File: src/rtl/warp_age_list_pkg.sv
// Shared definitions for the warp age list: default sizing, FSM state
// encoding and a small helper used when sizing the occupancy counter.
package warp_age_list_pkg;

  localparam int NUM_WARP_DEF = 8;
  localparam int WID_W_DEF    = 3;

  // Remove sequencing: read both pointer RAMs, then relink the neighbours.
  typedef enum logic [1:0] {
    IDLE    = 2'd0,
    RM_RD   = 2'd1,
    RM_LINK = 2'd2
  } warp_state_e;

  // Full-list occupancy expressed in the counter width (WID_W+1 bits).
  function automatic logic [WID_W_DEF:0] full_count_def();
    return (WID_W_DEF + 1)'(NUM_WARP_DEF);
  endfunction

endpackage

File: src/rtl/warp_age_list_link_ram.sv
// One pointer RAM of the age list (used once for prev links, once for next
// links). Single write port, registered read address, one-cycle read.
// Contents are intentionally not reset; stale entries belong to absent warps.
module link_ram #(
  parameter int NUM_WARP = 8,
  parameter int WID_W    = 3
) (
  input  logic             clock,
  input  logic             we,
  input  logic [WID_W-1:0] waddr,
  input  logic [WID_W-1:0] wdata,
  input  logic [WID_W-1:0] raddr,
  output logic [WID_W-1:0] rdata
);

  logic [WID_W-1:0] mem [NUM_WARP];
  logic [WID_W-1:0] raddr_q;

  // Write port and read-address register; data appears the cycle after the address.
  always_ff @(posedge clock) begin
    if (we) begin
      mem[waddr] <= wdata;
    end
    raddr_q <= raddr;
  end

  assign rdata = mem[raddr_q];

endmodule

File: src/rtl/warp_age_list.sv
// Age-ordered doubly linked list of warp ids. Inserts append at the tail in
// one cycle; removes unlink from any position over three cycles using the
// prev/next pointer RAMs. The head is always the oldest linked warp.
module warp_age_list
  import warp_age_list_pkg::*;
#(
  parameter int NUM_WARP = NUM_WARP_DEF,
  parameter int WID_W    = WID_W_DEF
) (
  input  logic             clock,
  input  logic             reset,
  input  logic             ins_valid,
  input  logic [WID_W-1:0] ins_wid,
  output logic             ins_ready,
  input  logic             rm_valid,
  input  logic [WID_W-1:0] rm_wid,
  output logic             rm_ready,
  output logic             oldest_valid,
  output logic [WID_W-1:0] oldest_wid,
  output logic [WID_W:0]   count,
  output logic             busy
);

  localparam logic [WID_W:0] FULL_COUNT = (WID_W + 1)'(NUM_WARP);
  localparam logic [WID_W:0] ONE_COUNT  = (WID_W + 1)'(1);

  warp_state_e state_q, state_d;

  logic [NUM_WARP-1:0] mask_q, mask_d;
  logic [WID_W-1:0]    head_q, head_d;
  logic [WID_W-1:0]    tail_q, tail_d;
  logic [WID_W-1:0]    rm_wid_q, rm_wid_d;
  logic [WID_W:0]      count_q, count_d;

  logic             prev_we, next_we;
  logic [WID_W-1:0] prev_waddr, next_waddr;
  logic [WID_W-1:0] prev_wdata, next_wdata;
  logic [WID_W-1:0] rd_addr;
  logic [WID_W-1:0] prev_rdata, next_rdata;

  logic idle;
  logic ins_fire;
  logic rm_fire;
  logic rm_hit;
  logic ins_new;

  assign idle     = (state_q == IDLE);
  assign rm_ready = idle;
  assign ins_ready = idle && !rm_valid && (count_q < FULL_COUNT);
  assign ins_fire = ins_valid && ins_ready;
  assign rm_fire  = rm_valid && rm_ready;
  assign rm_hit   = rm_fire && mask_q[rm_wid];
  assign ins_new  = ins_fire && !mask_q[ins_wid];

  assign oldest_valid = (count_q != '0);
  assign oldest_wid   = head_q;
  assign count        = count_q;
  assign busy         = !idle;

  // The read address follows the incoming request while idle, then holds the
  // captured warp so the RAM outputs stay stable through RM_RD and RM_LINK.
  assign rd_addr = idle ? rm_wid : rm_wid_q;

  link_ram #(.NUM_WARP(NUM_WARP), .WID_W(WID_W)) u_prev_ram (
    .clock (clock),
    .we    (prev_we),
    .waddr (prev_waddr),
    .wdata (prev_wdata),
    .raddr (rd_addr),
    .rdata (prev_rdata)
  );

  link_ram #(.NUM_WARP(NUM_WARP), .WID_W(WID_W)) u_next_ram (
    .clock (clock),
    .we    (next_we),
    .waddr (next_waddr),
    .wdata (next_wdata),
    .raddr (rd_addr),
    .rdata (next_rdata)
  );

  // FSM state register; reset abandons any remove in flight.
  always_ff @(posedge clock or posedge reset) begin
    if (reset) begin
      state_q <= IDLE;
    end else begin
      state_q <= state_d;
    end
  end

  // FSM next state: only a remove of a linked warp leaves IDLE.
  always_comb begin
    state_d = state_q;
    unique case (state_q)
      IDLE:    if (rm_hit) state_d = RM_RD;
      RM_RD:   state_d = RM_LINK;
      RM_LINK: state_d = IDLE;
      default: state_d = IDLE;
    endcase
  end

  // List bookkeeping and pointer-RAM writes for the current state and request.
  always_comb begin
    mask_d     = mask_q;
    head_d     = head_q;
    tail_d     = tail_q;
    rm_wid_d   = rm_wid_q;
    count_d    = count_q;
    prev_we    = 1'b0;
    prev_waddr = '0;
    prev_wdata = '0;
    next_we    = 1'b0;
    next_waddr = '0;
    next_wdata = '0;

    unique case (state_q)
      IDLE: begin
        if (rm_hit) begin
          rm_wid_d = rm_wid;
        end else if (ins_new) begin
          if (count_q == '0) begin
            head_d = ins_wid;
            tail_d = ins_wid;
          end else begin
            next_we    = 1'b1;
            next_waddr = tail_q;
            next_wdata = ins_wid;
            prev_we    = 1'b1;
            prev_waddr = ins_wid;
            prev_wdata = tail_q;
            tail_d     = ins_wid;
          end
          mask_d[ins_wid] = 1'b1;
          count_d         = count_q + ONE_COUNT;
        end
      end

      RM_LINK: begin
        if (count_q == ONE_COUNT) begin
          head_d = head_q;
        end else if (rm_wid_q == head_q) begin
          head_d = next_rdata;
        end else if (rm_wid_q == tail_q) begin
          tail_d = prev_rdata;
        end else begin
          next_we    = 1'b1;
          next_waddr = prev_rdata;
          next_wdata = next_rdata;
          prev_we    = 1'b1;
          prev_waddr = next_rdata;
          prev_wdata = prev_rdata;
        end
        mask_d[rm_wid_q] = 1'b0;
        count_d          = count_q - ONE_COUNT;
      end

      default: begin
        rm_wid_d = rm_wid_q;
      end
    endcase

    // No pointer write may land while reset is held.
    if (reset) begin
      prev_we = 1'b0;
      next_we = 1'b0;
    end
  end

  // List registers: presence mask, head/tail pointers, occupancy, captured remove id.
  always_ff @(posedge clock or posedge reset) begin
    if (reset) begin
      mask_q   <= '0;
      head_q   <= '0;
      tail_q   <= '0;
      rm_wid_q <= '0;
      count_q  <= '0;
    end else begin
      mask_q   <= mask_d;
      head_q   <= head_d;
      tail_q   <= tail_d;
      rm_wid_q <= rm_wid_d;
      count_q  <= count_d;
    end
  end

  // Occupancy can never exceed the number of slots, and always matches the mask.
  assert property (@(posedge clock) disable iff (reset) count_q <= FULL_COUNT);
  assert property (@(posedge clock) disable iff (reset)
                   count_q == (WID_W + 1)'($countones(mask_q)));

endmodule

File: config.mk
export PLATFORM = sky130hd
export DESIGN_NAME = warp_age_list
export DESIGN_NICKNAME = d
export VERILOG_FILES = /design/src/rtl/warp_age_list_pkg.sv /design/src/rtl/warp_age_list_link_ram.sv /design/src/rtl/warp_age_list.sv
export SDC_FILE = /design/constraint.sdc
export NUM_CORES = 1
export LEC_CHECK = 0
export CAP_MARGIN = 20
export CELL_PAD_IN_SITES_DETAIL_PLACEMENT = 2
export CELL_PAD_IN_SITES_GLOBAL_PLACEMENT = 2
export CORE_MARGIN = 2
export CORE_UTILIZATION = 42
export CTS_CLUSTER_DIAMETER = 30
export DETAILED_ROUTE_END_ITERATION = 10
export PLACE_DENSITY = 0.85
export SLEW_MARGIN = 20
export SYNTH_ARGS = -nofsm -noshare
export SYNTH_HDL_FRONTEND = slang
export SYNTH_SLANG_ARGS = --single-unit
File: constraint.sdc
create_clock -name clock -period 3 [get_ports clock]
set_input_delay 0.6 -clock clock [delete_from_list [all_inputs] [get_ports clock]]
set_output_delay 0.6 -clock clock [all_outputs]
set_load 0.02 [all_outputs]
---- After elaboration in Yosys (flattened, before gate mapping) ----
Memory sizes are Yosys's and may differ from the RTL's. A register that Yosys moved wholly into a read port is not among the register bits.
Cells that the tools add are included.
Widths: inputs -> output; s select.
cells by class
  reductions and logical operators ........ 19
  add/sub/neg operators ................... 2
  $lt $le $gt $ge ......................... 6
  multiplexer cells ....................... 53
  bitwise logic cells ..................... 3
  eq/ne operators ......................... 13
operator list
  kind                 count
  $mux 3               23
  $pmux 3 s2           4
  $mux 8               2
  $pmux 8 s2           1
  $mux 1               13
  $lt 3x4->1 const B   3
  $reduce_and 6->1     2
  $ne 2x2->1 const B   5
  $and 8x8->8          1
  $logic_and 1x1->1    8
  $mux 4               2
  $not 8->8            1
  $or 8x8->8           1
  $pmux 4 s2           1
  $bmux 1 s3           2
  $demux 1 s3          2
  $eq 3x3->1           2
  $ge 3x1->1 const B   2
  $ne 2x1->1 const B   3
  $add 4x1->4 const B  1
  $eq 4x1->1 const B   1
  $logic_not 4->1      1
  $lt 4x4->1 const B   1
  $pmux 2 s2           1
  11 further kinds     13
word-level totals
  bits in writable memories ............... 48
  word-level logic and storage cells ...... 104
  input port bits ......................... 10
  memories kept ........................... 2
  flip-flop bits (word level) ............. 23
memory list
  name            depth  bits a word  read ports  clocked after memory_dff  wr ports  RTL line                      source
  u_next_ram.mem  8      3            1           1                         1         warp_age_list_link_ram.sv:16  logic [WID_W-1:0] mem [NUM_WARP];
  u_prev_ram.mem  8      3            1           1                         1         warp_age_list_link_ram.sv:16

---- Logic depth before layout (Yosys ltp) ----
Gate-level depths: netlist (run 1).
  depth after elaboration ................. 11
  depth in mapped cells ................... 8
  gate-level depth less buffers ........... 8

---- Modules after synthesis ----
A second synthesis (run 1) with hierarchy kept.
unflattened totals
  cells, all modules ...................... 264
  area, all modules ....................... 3644.7 um^2
by module, submodules not included
  module         seq. area each (um^2)  area an instance (um^2)  cells each  instances
  link_ram       780.7                  1042.2                   50          2
  warp_age_list  575.6                  1560.2                   164         1

---- Least setup slack after synthesis (run 1) ----
OpenSTA, ideal clock, no wires.
  path kind ............................... register -> register
  start ................................... reg (tool-made name)
  end ..................................... mem u_next_ram.mem[0][0], enable pin
  slack ................................... 0.320 ns
  buffers on the path ..................... 1
  arrival time ............................ 2.335 ns
  stages on the path, launching flop included .. 7
  cells stage by stage .................... dfxtp_1 -> buf_2 -> mux4_2 -> mux2_2 -> a22oi_1 -> inv_1 -> nor3_1
RTL lines
  element        RTL line
  end, declared  warp_age_list_link_ram.sv:16

---- Final worst setup path (run 1) ----
  start ................................... in ins_wid[2]
  end ..................................... reg head_q[1] (netlist: oldest_wid[1])
on the way
  word-level cells in the longest chain between the ends .. 6
RTL lines
  element                            RTL line              source
  start, declared                    warp_age_list.sv:13   input logic [WID_W-1:0] ins_wid,
  $bmux 1 s3                         warp_age_list.sv:53   assign ins_new = ins_fire && !mask_q[ins_wid];
  $mux 1 (implied by the code)       warp_age_list.sv:53
  $logic_not 1->1                    warp_age_list.sv:53
  $logic_and 1x1->1                  warp_age_list.sv:53
  $ne 2x1->1 (no source line)        -
  $reduce_and 6->1 (no source line)  -
  end signal, assigned               warp_age_list.sv:173  head_q <= '0;
  end signal, assigned               warp_age_list.sv:179  head_q <= head_d;
  end, declared                      warp_age_list.sv:30   logic [WID_W-1:0] head_q, head_d;
Every way passes these cells. The select of a mux whose other input is x is not followed.
A chain may end at the register's enable or synchronous reset.

==> flow_metrics.py, run 1 <==
metrics = {
    "die": {
        "start_util": 0.437,
        "die_h_um": 96.9,
        "io_pins": 21,
        "die-area_mm2": 0.00939,
        "rows": 33,
        "core_area_mm2": 0.00830,
        "die_w_um": 96.9,
    },
    "placement": {
        "port_buffers": 20,
        "pre_cts_ws_ps": -494,
        "dpl.hpwl_um": 8720,
        "gp_congestion": 0.832,
    },
    "grt": {
        "grt_overflow": 0,
        "grt_max_degree": 24,
        "grt_pass1_wl_um": 19900,
        "antenna_found_initial": 0,
        "grt_pass1_vias": 3120,
        "grtUsageTotal": 0.289,
    },
    "setup_path": {
        "crit_arrival_ps": 3240,
        "critPathKind": "in -> reg",
        "critPathMaxStageDelay_ps": 480,
        "reg2reg_to": "u_next_ram.mem[0][0]",
        "cp-end-kind": "flop",
        "critPathMaxFanout": 6,
        "crit_top_cell": "buf_4",
        "path_cells": "clkdlybuf4s50_1 > buf_4 > mux2_1 > a222oi_1 > buf_4 > nand2_2 > a2111oi_4 > buf_4 > mux2_2",
        "worstPathRequired_ps": 3290,
        "reg2reg_depth": 10,
        "reg2reg_from": "count[0]",
        "crit_path_start_kind": "input pin",
        "rrSetupSlack_ps": 140,
        "slowest_stage": "clkdlybuf4s50_1",
    },
    "timing": {
        "maxSlewViolCount": 0,
        "setup_viol": 0,
        "fin_worst_skew_ps": 18.4,
        "max_freq_ghz": 0.339,
        "period_needed_ps": 2950,
        "layout_setup_ws_ps": 50.7,
        "fin_crit_sh": 0.983,
        "slew_headroom": 0.581,
        "whs_ps": 572,
        "finalHoldViolCount": 0,
        "tightest_slew_ps": 628,
    },
    "synthesis": {
        "synth.area.mux_share": 0.154,
        "synth-compound-area-share": 0.103,
        "ys_seq_area_frac": 0.573,
        "ys.warnings.count": 0,
        "synthAdderAreaFrac": 0.0104,
        "synthesis.nets": 284,
        "syn_avg_cell_area_um2": 13.4,
        "synth_edf_count": 48,
        "synth-xor-area-share": 0.0242,
        "synthSimpleGateAreaFrac": 0.106,
        "netlist_area_mm2": 0.00362,
        "synth_top_family_by_area": "multiplexers",
        "async_flop_share": 0.311,
        "synth-seq-cells": 74,
        "ys_types": 50,
        "synth_ff_type": "edfxtp_1",
        "syn_inst": 271,
    },
    "clocking": {
        "cts_hold_buf": 0,
        "cts_made_buffers": 9,
        "clock-sinks": 74,
        "clk_latency_ps": 390,
        "cts_max_path_buffers": 2,
        "cts_root_buf": "clkbuf_8",
        "clkTransAtPathRegs_ps": 100,
        "cts_tree": "done",
        "h-tree-depth": 3,
    },
    "detailed_routing": {
        "drtAntennaViolNets": 0,
        "vias_per_cell": 6.09,
        "drtPass1Iterations": 4,
        "wl_met3_um": 498,
        "wirelength_um": 12900,
        "met1_length_um": 5250,
        "via_count": 2703,
        "dr_wl_met2_um": 6840,
        "highest_layer": "met4",
        "wl_per_cell_um": 29.1,
        "drtIter0Drc": 199,
        "drc": 0,
    },
    "hold_path": {
        "hold_depth": 1,
        "hp-class": "reg -> reg",
        "hp-start": "count[3]",
        "min_to": "count[3]",
    },
    "pwr": {
        "vdd_drop_max_uv": 392,
        "leakagePower_nw": 1.71,
        "powerDensity_mw_per_mm2": 989,
    },
    "final_layout": {
        "antennaDiodeCount": 0,
        "fin_nets": 347,
        "final_common_cell": "edfxtp_1",
        "drive_gt1_frac": 0.333,
        "final_cell_mix": "48 x edfxtp_1, 42 x buf_4, 22 x dfrtp_1, 20 x clkdlybuf4s50_1, 16 x nor3_1",
        "area_delta_synth_final_pct": 25.3,
    },
    "job": {
        "maxCapViolCount": 0,
    },
    "run_status": {
        "status": "finished, final reports clean",
    },
}
kinds of logic after synthesis:
group | count (synthesis)
buffers and inverters | 26
and+or+nand+nor | 72
xor gates and xnor gates | 10
muxes | 37
AOI/OAI and AO/OA | 49
DFF | 74
adders and majority gates | 3
power breakdown:
group / internal [W] / total [W] / switching, W
Clock: 0.000401 / 0.000870 / 0.000470
Combinational: 0.000851 / 0.00197 / 0.00112
Sequential: 0.00134 / 0.00165 / 0.000308
Total: 0.00259 / 0.00449 / 0.00190
layout make-up:
| cell class | instances | area [um^2] |
|---|---|---|
| clock buffers | 9 | 124 |
| clock inverters | 7 | 83.8 |
| fillers | 780 | 3760 |
| inverters | 15 | 56.3 |
| multi-input cells | 171 | 1530 |
| flip-flops and latches | 74 | 2080 |
| well taps | 105 | 131 |
| repair buffers | 63 | 536 |
state kept, by name (all words and copies together) (netlist names), named ones only:
signal,cells
count,4
u_next_ram.mem,24
oldest_wid,3
u_prev_ram.mem,24
tail_q,3
rm_wid_q,3
state_q,2
mask_q,8
critical path: cells and delay by family:
kind / cells / cell delay (ps)
AOI/OAI and AO/OA: 2 / 750
and+or+nand+nor: 1 / 140
buffers and inverters: 4 / 1080
muxes: 2 / 660
synthesized netlist by cell type, types with 2 or more instances:
master	n	area, um^2
ha_1	3	37.5
a2bb2oi_1	2	17.5
xor2_1	8	70.1
or4_1	2	15.0
mux2_2	15	169
a2111oi_2	2	30.0
a211oi_1	5	37.5
o21ai_0	13	65.1
buf_2	2	10.0
nand3_1	2	10.0
a21oi_1	5	25.0
nor2b_1	6	37.5
xnor2_1	2	17.5
nor2_1	13	48.8
dfrtp_1	23	576
inv_1	15	56.3
dfxtp_1	3	60.1
clkbuf_1	7	26.3
nor3_1	21	105
o31ai_1	7	52.6
edfxtp_1	48	1440
a22oi_1	2	15.0
or2_2	2	12.5
and3_1	4	25.0
o31a_1	2	17.5
mux4_2	13	293
o41ai_1	3	26.3
nand2_1	9	33.8
and2_1	2	12.5
nand2b_1	4	25.0
mux2i_1	7	70.1
metrics by stage:
stage | setup TNS [ps] | cells | util | cell area, um^2 | total power [W]
floorplan | 0 | 271 | - | 3620 | 0.00265
global placement | -7960 | 427 | 0.510 | 4230 | 0.00326
detailed placement | -25840 | 427 | 0.510 | 4230 | 0.00342
CTS | 0 | 443 | 0.539 | 4470 | 0.00438
global route | -116 | 444 | 0.547 | 4540 | 0.00467
finish | 0 | 444 | 0.547 | 4540 | 0.00449
per-layer routing:
| metal | vias up | global-route usage |
|---|---|---|
| met4 | 0 | 0.102 |
| met1 | 1417 | 0.346 |
| met5 | - | 0 |
| li1 | 1171 | - |
| met2 | 88 | 0.514 |
| met3 | 27 | 0.0592 |
worst max path at each step:
stage / slack, ps / end / start / cells past startpoint
2_1_floorplan: 320 / u_next_ram.mem[4][0] / ins_wid[2] / 6
3_3_place_gp: -200 / u_prev_ram.mem[1][1] / ins_wid[2] / 10
3_5_place_dp: -490 / u_next_ram.mem[0][0] / rm_valid / 8
4_1_cts: 2 / u_next_ram.mem[3][2] / ins_wid[2] / 9
5_1_grt: -40 / oldest_wid[0] / ins_wid[2] / 9
6_report: 50 / oldest_wid[1] / ins_wid[2] / 9
timing repair:
item | in CTS | in global routing
buffers inserted | 0 | 1
endpoints found under the setup margin | 24 | 50
gates resized for setup | 9 | 15
pin swaps | 0 | 7
Note: power is estimated with default switching activity, not from simulation.
==> run 2: changes to the inputs <==
--- a/config.mk
+++ b/config.mk
@@ -9,10 +9,11 @@
 export CELL_PAD_IN_SITES_DETAIL_PLACEMENT = 2
 export CELL_PAD_IN_SITES_GLOBAL_PLACEMENT = 2
 export CORE_MARGIN = 2
-export CORE_UTILIZATION = 42
+export CORE_UTILIZATION = 44
+export CTS_BUF_LIST = sky130_fd_sc_hd__clkbuf_4
 export CTS_CLUSTER_DIAMETER = 30
 export DETAILED_ROUTE_END_ITERATION = 10
-export PLACE_DENSITY = 0.85
+export PLACE_DENSITY = 0.92
 export SLEW_MARGIN = 20
 export SYNTH_ARGS = -nofsm -noshare
 export SYNTH_HDL_FRONTEND = slang
==> run 2 against run 1 <==
Against the previous run: the run now ends with negative setup slack left; maximum frequency down 2.6%; critical path type is now reg -> reg; die area decreased by 4.4%; final cell count increased by 2.0%; cell area rose by 0.72%; critical path depth is 2 higher; sequential cell count did not move; non-clock buffer count is 9 higher; critical endpoint is now u_next_ram.mem[6][1]; count of clock-buffer cells in the layout grew 1; total power increased by 3.1%; highest routed layer unchanged.
==> flow_metrics.py, run 2 (same netlist as run 1, synthesis figures left out) <==
metrics = {
    "timing": {
        "setup_viol": 3,
        "fin_crit_sh": 1.01,
        "layout_setup_ws_ps": -28.4,
        "fin_worst_skew_ps": 30.4,
        "period_needed_ps": 3030,
        "max_freq_ghz": 0.330,
        "tightest_slew_ps": 728,
        "whs_ps": 593,
        "finalHoldViolCount": 0,
        "maxSlewViolCount": 0,
        "slew_headroom": 0.510,
    },
    "placement": {
        "gp_congestion": 0.845,
        "dpl.hpwl_um": 9700,
        "place_area_mm2": 0.00429,
        "port_buffers": 20,
        "dp.cells": 434,
    },
    "detailed_routing": {
        "wirelength_um": 15300,
        "drtPass1Iterations": 4,
        "vias_per_cell": 6.55,
        "drtIter0Drc": 305,
        "drtAntennaViolNets": 0,
        "drc": 0,
        "wl_per_cell_um": 33.7,
        "via_count": 2967,
    },
    "setup_path": {
        "critPathMaxFanout": 5,
        "critPathKind": "reg -> reg",
        "worstPathRequired_ps": 3170,
        "crit_arrival_ps": 3200,
        "crit_path_start_kind": "flop",
        "cp-end-kind": "flop",
    },
    "clocking": {
        "cts_root_buf": "clkbuf_4",
        "cts_made_buffers": 9,
        "cts_tree": "done",
        "cts_hold_buf": 0,
        "clock-sinks": 74,
        "cts_max_path_buffers": 2,
        "h-tree-depth": 3,
        "clk_latency_ps": 460,
        "clkTransAtPathRegs_ps": 160,
    },
    "final_layout": {
        "antennaDiodeCount": 0,
        "drive_gt1_frac": 0.353,
        "area_delta_synth_final_pct": 26.2,
        "finalInstanceArea_mm2": 0.00457,
        "final_cell_mix": "51 x buf_4, 48 x edfxtp_1, 22 x dfrtp_1, 18 x clkdlybuf4s50_1, 17 x nor3_1",
        "reg_top3": "u_next_ram.mem x24, u_prev_ram.mem x24, mask_q x8",
        "fin_nets": 356,
        "n_fill_cell": 751,
        "regArea_mm2": 0.00208,
        "final_cells": 453,
        "multiInputGateArea_mm2": 0.00154,
        "final_common_cell": "buf_4",
    },
    "die": {
        "die_w_um": 94.8,
        "io_pins": 21,
        "start_util": 0.448,
        "die-area_mm2": 0.00898,
        "die_h_um": 94.8,
        "core_area_mm2": 0.00809,
        "rows": 33,
    },
    "grt": {
        "grt_pass1_wl_um": 21500,
        "antenna_found_initial": 0,
        "grtUsageTotal": 0.351,
        "grt_overflow": 0,
        "grt_max_degree": 24,
        "grt_pass1_vias": 3210,
    },
    "hold_path": {
        "hp-class": "reg -> reg",
    },
    "run_status": {
        "status": "finished with violations",
        "failed_checks": "negative setup slack",
    },
    "pwr": {
        "vdd_drop_max_uv": 355,
        "powerDensity_mw_per_mm2": 1010,
        "p_total_w": 0.00463,
        "leakagePower_nw": 1.76,
    },
    "job": {
        "maxCapViolCount": 0,
    },
}
[run 2: what timing repair did]
action / 4_1_cts / 5_1_grt
endpoints found under the setup margin: 68 / 43
gates resized for setup: 17 / 9
pin swaps: 2 / 2
buffers inserted: 0 / 3
[run 2: critical path: stages, from the launching register on]
cell,delay [ps]
dfrtp_1,420
inv_1,100
ha_1,260
nor3b_4,180
buf_4,180
a2111oi_2,430
buf_4,210
and2_4,220
a22oi_2,90
buf_4,180
nor3_1,250
buf_4,210
[run 2: per-stage QoR]
stage	utilization	setup TNS, ps	worst slack, ps
floorplan	-	0	320
detailed placement	0.530	-46090	-812
global route	0.565	-712	-83.0
global placement	0.530	-10080	-221
CTS	0.557	-12.1	-5.79
finish	0.565	-79.5	-28.4
[run 2: power by group]
group / internal, W / leakage (nW) / switching [W]
combinational: 0.000922 / 0.932 / 0.00130
clock: 0.000351 / 0.0912 / 0.000399
sequential: 0.00134 / 0.736 / 0.000320
total: 0.00261 / 1.76 / 0.00201
[run 2: layout make-up]
class | count | share of cell area
Sequential cell | 74 | 0.454
Multi-Input combinational cell | 171 | 0.338
Timing Repair Buffer | 72 | 0.131
Tap cell | 105 | 0.0287
Clock inverter | 6 | 0.0192
Clock buffer | 10 | 0.0164
Inverter | 15 | 0.0123
[run 2: metal layers]
layer	GRT usage	vias to the layer above	wire, um
li1	-	1191	-
met1	0.392	1555	5720
met2	0.599	153	7740
met3	0.0942	68	979
met4	0.208	0	818
met5	0	-	0
[run 2: final timing paths]
path	from	to	slack, ps	depth (start not counted)
max	count[0]	u_next_ram.mem[6][1]	-30	11
min	oldest_wid[0]	oldest_wid[0]	590	1
max reg2reg	count[0]	u_next_ram.mem[6][1]	-30	11
min reg2reg	oldest_wid[0]	oldest_wid[0]	590	1
max in group asynchronous	reset	count[3]	1960	3
min in group asynchronous	reset	oldest_wid[1]	730	3
